<file path="src/rtl/hazard_nop_unit.sv">
// hazard_nop_unit: load-use stall and taken-branch flush sequencer driving the decode-stage NOP,
// with saturating stall/flush cycle counters.
module hazard_nop_unit #(
   parameter int LU_STALL     = 1,
   parameter int FLUSH_CYCLES = 2,
   parameter int CNT_W        = 16
) (
   input  logic             clock_i,
   input  logic             reset_i,
   input  logic [2:0]       ifid_opcode_i,
   input  logic [2:0]       ifid_rn_i,
   input  logic [2:0]       ifid_rm_i,
   input  logic [2:0]       ifid_rt_i,
   input  logic             idex_memread_i,
   input  logic [2:0]       idex_rd_i,
   input  logic             branch_taken_i,
   output logic             nop_o,
   output logic             pc_write_o,
   output logic             ifid_write_o,
   output logic             ifid_flush_o,
   output logic [CNT_W-1:0] stall_cnt_o,
   output logic [CNT_W-1:0] flush_cnt_o
);
   typedef enum logic [1:0] {RUN, STALL, FLUSH} state_e;
   localparam logic [1:0] LU_INIT    = 2'(LU_STALL > 1 ? LU_STALL - 2 : 0);
   localparam logic [1:0] FL_INIT    = 2'(FLUSH_CYCLES > 1 ? FLUSH_CYCLES - 2 : 0);
   localparam logic [1:0] FL_PREEMPT = 2'(FLUSH_CYCLES - 1);
   state_e           state_q, state_d;
   logic [1:0]       cnt_q, cnt_d;
   logic [CNT_W-1:0] stall_cnt_q, stall_cnt_d, flush_cnt_q, flush_cnt_d;
   logic             rs1_use, rs2_use, hazard;
   logic [2:0]       rs2;
   assign rs1_use = !(ifid_opcode_i inside {3'd2, 3'd5});
   assign rs2_use = ifid_opcode_i inside {3'd0, 3'd1, 3'd4, 3'd5};
   assign rs2     = ifid_opcode_i[2] ? ifid_rt_i : ifid_rm_i;
   assign hazard  = idex_memread_i & ((rs1_use & (ifid_rn_i == idex_rd_i)) | (rs2_use & (rs2 == idex_rd_i)));
   always_comb begin
      state_d      = state_q;
      cnt_d        = cnt_q;
      nop_o        = 1'b1;
      pc_write_o   = 1'b1;
      ifid_write_o = 1'b1;
      ifid_flush_o = 1'b0;
      case (state_q)
         RUN:
            if (branch_taken_i) begin
               ifid_flush_o = 1'b1;
               if (FLUSH_CYCLES > 1) begin
                  state_d = FLUSH;
                  cnt_d   = FL_INIT;
               end
            end else if (hazard) begin
               pc_write_o   = 1'b0;
               ifid_write_o = 1'b0;
               if (LU_STALL > 1) begin
                  state_d = STALL;
                  cnt_d   = LU_INIT;
               end
            end else nop_o = ifid_opcode_i == 3'd2;
         STALL: begin
            pc_write_o   = 1'b0;
            ifid_write_o = 1'b0;
            // a branch seen mid-stall becomes a full flush starting next cycle
            if (branch_taken_i) begin
               state_d = FLUSH;
               cnt_d   = FL_PREEMPT;
            end else if (cnt_q == 2'd0) state_d = RUN;
            else cnt_d = cnt_q - 2'd1;
         end
         FLUSH: begin
            ifid_flush_o = 1'b1;
            if (branch_taken_i) begin
               state_d = FLUSH_CYCLES > 1 ? FLUSH : RUN;
               cnt_d   = FL_INIT;
            end else if (cnt_q == 2'd0) state_d = RUN;
            else cnt_d = cnt_q - 2'd1;
         end
         default: state_d = RUN;
      endcase
      if (!reset_i) begin
         nop_o        = 1'b1;
         pc_write_o   = 1'b0;
         ifid_write_o = 1'b0;
         ifid_flush_o = 1'b1;
      end
   end
   assign stall_cnt_d = (!pc_write_o && !(&stall_cnt_q)) ? stall_cnt_q + CNT_W'(1) : stall_cnt_q;
   assign flush_cnt_d = (ifid_flush_o && !(&flush_cnt_q)) ? flush_cnt_q + CNT_W'(1) : flush_cnt_q;
   assign stall_cnt_o = stall_cnt_q;
   assign flush_cnt_o = flush_cnt_q;
   always_ff @(posedge clock_i) begin
      if (!reset_i) begin
         state_q     <= RUN;
         cnt_q       <= 2'd0;
         stall_cnt_q <= '0;
         flush_cnt_q <= '0;
      end else begin
         state_q     <= state_d;
         cnt_q       <= cnt_d;
         stall_cnt_q <= stall_cnt_d;
         flush_cnt_q <= flush_cnt_d;
      end
   end
endmodule

</file>
<file path="config.mk">
export PLATFORM = sky130hd
export DESIGN_NAME = hazard_nop_unit
export DESIGN_NICKNAME = d
export VERILOG_FILES = /design/src/rtl/hazard_nop_unit.sv
export SDC_FILE = /design/constraint.sdc
export NUM_CORES = 1
export LEC_CHECK = 0
export CORE_ASPECT_RATIO = 0.5
export CORE_MARGIN = 1
export CORE_UTILIZATION = 40
export CTS_BUF_LIST = sky130_fd_sc_hd__clkbuf_4 sky130_fd_sc_hd__clkbuf_8
export DETAILED_ROUTE_END_ITERATION = 7
export DONT_BUFFER_PORTS = 1
export MAX_ROUTING_LAYER = met4
export PLACE_DENSITY_LB_ADDON = 0.25
export SETUP_SLACK_MARGIN = 0.3
export SLEW_MARGIN = 5
export SYNTH_ARGS = -nofsm -noshare
export SYNTH_HDL_FRONTEND = slang
export SYNTH_SLANG_ARGS = --single-unit
</file>
<file path="constraint.sdc">
create_clock -name clock_i -period 2.2 [get_ports clock_i]
set_input_delay 0.22 -clock clock_i [delete_from_list [all_inputs] [get_ports clock_i]]
set_output_delay 0.22 -clock clock_i [all_outputs]
set_load 0.03 [all_outputs]
</file>
==> run_results.csv <==
group,metric,value,unit
yosys,synth_cell_types,41,
timing,worst_pin_slew,539,ps
pwr,switching_share,26.4,%
timing,hold_violations,0,
route,dr_total_vias,1638,
pwr,power_frac_seq,52.6,%
placed_design,hpwl,3080,µm
timing,fin_crit_sh,91.7,%
finish,layout.nets,270,
yosys,synth_edf_count,0,
placed_design,pre_cts_slack,102,ps
yosys,synth_top_cells_by_area,"dfxtp_1 (37%), xnor2_1 (5.1%), mux2i_1 (4.8%)",
timing,fin_skew,5.56,ps
timing,maxSlewHeadroom,64.1,%
yosys,yosysSeqAreaShare,37.4,%
placed_design,port_buffers,0,
clock_network,cts_root_buf,"clkbuf_8",
yosys,ys_warn_count,0,
timing,setup_viol,0,
route,top_layer,"met4",
placed_design,place_congestion,0.800,
clock_network,cts.htree.levels,2,
route,drc,0,
pwr,p_sw,328,µW
finish,area_growth_syn_to_layout,24.4,%
pwr,pwr-share-clk,38.6,%
critical_path,crit_path_end_kind,"register",
yosys,synth_top_area_share,37.4,%
placed_design,dp_cells,294,
die,core_area,0.00445,mm²
route,detail-route-antenna-nets,0,
finish,antenna_cells,0,
global_routing,grt_pass1_wl,7130,µm
clock_network,clk_pin_slew_worst_paths,70,ps
placed_design,placed_cell_area,0.00215,mm²
timing,fmax,496,MHz
critical_path,crit_top_cell,"or4_4",
timing,setup_ws,182,ps
critical_path,critical_path_arrival,2240,ps
yosys,async_flop_share,0,%
route,drtIter0Drc,28,
clock_network,clock_latency,290,ps
global_routing,antenna_found_initial,0,
yosys,synth_seq_cells,35,
critical_path,path_class,"reg -> reg",
worst_hold_path,hold_path.class,"in -> reg",
critical_path,cp-start-kind,"register",
route,drt-met1-wl,2060,µm
die,die_area,0.00498,mm²
die,ioPinCount,55,
global_routing,overflow,0,
timing,grt_setup_unrepaired,"yes",
clock_network,cts.path.max_buffers,2,
route,routed_wire_length_per_instance,13.9,µm
yosys,avgSynthCellArea,8.55,µm²
worst_hold_path,holdCritStartpoint,"branch_taken_i",
global_routing,grt_max_degree,23,
route,wl_met3,208,µm
die,die_w,98.8,µm
pwr,power.internal,914,µW
route,dr.pass1.iters,6,
finish,drive_gt1_share,30.1,%
route,viasPerCell,5.35,
pwr,leakage,0.000820,µW
clock_network,clock_sinks,35,
timing,period_needed,2020,ps
clock_network,hold_buffers,0,
critical_path,crit_path_max_incr_delay,460,ps
yosys,synth_nets,241,
yosys,synth_area,0.00187,mm²
yosys,synth_ff_type,"dfxtp_1",
clock_network,cts_buffers,5,
finish,layout.cells.non_filler,306,
job,drv_cap,0,
global_routing,grt_pass1_vias,1560,
die,start_util,42.1,%
critical_path,path_cells,"and4_4, and4_1, inv_1, or4_4, or4_4, a21oi_2",
die,die_h,50.4,µm
global_routing,grt_usage,19.0,%
yosys,synth_top_area_cell,"dfxtp_1",
die,num_rows,17,
critical_path,crit_start,"stall_cnt_o[5]$_SDFFE_PN0P_",
outcome,status,"finished clean",
critical_path,crit_fanout,6,
critical_path,critPathSlowestCell,"or4_4",
clock_network,cts_tree,"yes",
critical_path,required,2420,ps
pwr,comb_power_share,8.8,%
critical_path,regToRegStartpoint,"stall_cnt_o[5]$_SDFFE_PN0P_",
finish,final_util,52.4,%
pwr,peakVddDrop,0.000282,V
timing,slew_violations,0,
timing,tns,0,ps
finish,fin_area,0.00233,mm²
route,drt-total-wl,4250,µm
yosys,synth_cells,219,
route,met2WireLength,1950,µm
pwr,cellPowerDensity,533,mW/mm²
[per-layer routing]
layer / vias to the layer above / GRT usage (%)
li1: 841 / -
met1: 761 / 22.9
met2: 31 / 30.1
met3: 5 / 5.99
met4: 0 / 7.21
met5: - / -
[logic make-up after synthesis]
kind of cell | share of synthesized area (%)
simple gates | 30.8
flops | 37.4
compound gates | 11.3
xor+xnor | 9.82
buf+inv | 3.87
mux | 4.81
fa+ha+maj | 2.00
[Yosys cell counts (4+ instances only)]
cell type	number
dfxtp_1	35
nand2_1	22
nor2_1	19
nand3_1	12
xnor2_1	11
a21oi_1	10
xor2_1	10
mux2i_1	9
inv_1	8
and2_1	7
nand4_1	7
or4_1	7
o31ai_1	6
nand2b_1	5
o21ai_0	5
and4_1	4
or3_1	4
[metrics by stage]
stage                     power (µW)  hold slack (ps)
after floorplan                  760              341
after global placement           773              345
after detailed placement         777              347
after CTS                       1250             37.0
after global routing            1290             30.7
final                           1240             45.6
[area by class of cell]
class	instances	area, µm²
repair buffers	30	225
inverters	8	30.0
multi-input cells	168	1180
flip-flops and latches	35	733
clock buffers	6	76.3
well taps	57	71.3
clock inverters	2	11.3
fillers	428	2120
[layout by cell type (no fill, tap or decap), types with 4 or more instances in the layout]
master	synthesis	routed
dfxtp_2	0	5
clkbuf_8	0	5
a21oi_1	10	8
o21ai_0	5	4
o31ai_1	6	4
xnor2_1	11	11
nand4_1	7	7
or3_1	4	4
and2_1	7	6
dfxtp_4	0	7
xor2_1	10	10
nand2b_1	5	5
mux2i_1	9	9
buf_4	1	30
nand2_1	22	21
inv_1	8	8
nand3_1	12	11
nor2_1	19	18
dfxtp_1	35	23
or4_1	7	5
[power by group through the flow]
stage | sequential [µW] | combinational [µW] | clock (µW)
after floorplan | 678 | 81.8 | 0
after global placement | 668 | 105 | 0
after detailed placement | 669 | 107 | 0
after CTS | 655 | 110 | 487
after global routing | 654 | 122 | 516
final | 653 | 110 | 479
[state kept, by name, summed over array words and instances, names as in the netlist]
register	cells
cnt_q	2
flush_cnt_o	16
stall_cnt_o	16
state_q	1
[worst max-delay path, delay by kind of cell, from the launching register on]
family | cells | cell delay, ps
DFF | 1 | 410
and+or+nand+nor | 4 | 1350
AOI/OAI and AO/OA | 1 | 130
buffers and inverters | 1 | 50
[final timing paths]
check	to	slack, ps	cells after the start
min reg2reg	cnt_q[1]$_SDFFE_PN0P_	500	2
max reg2reg	stall_cnt_o[9]$_SDFFE_PN0P_	180	6
max	stall_cnt_o[9]$_SDFFE_PN0P_	180	6
min	state_q[1]$_SDFFE_PN0P_	50	2
[timing repair]
action                                  CTS  global route
pin swaps                                 4             3
gates resized for setup                   8            10
setup buffers                             2             2
endpoints found under the setup margin   13            14
Power figures use the tool's default switching activity.
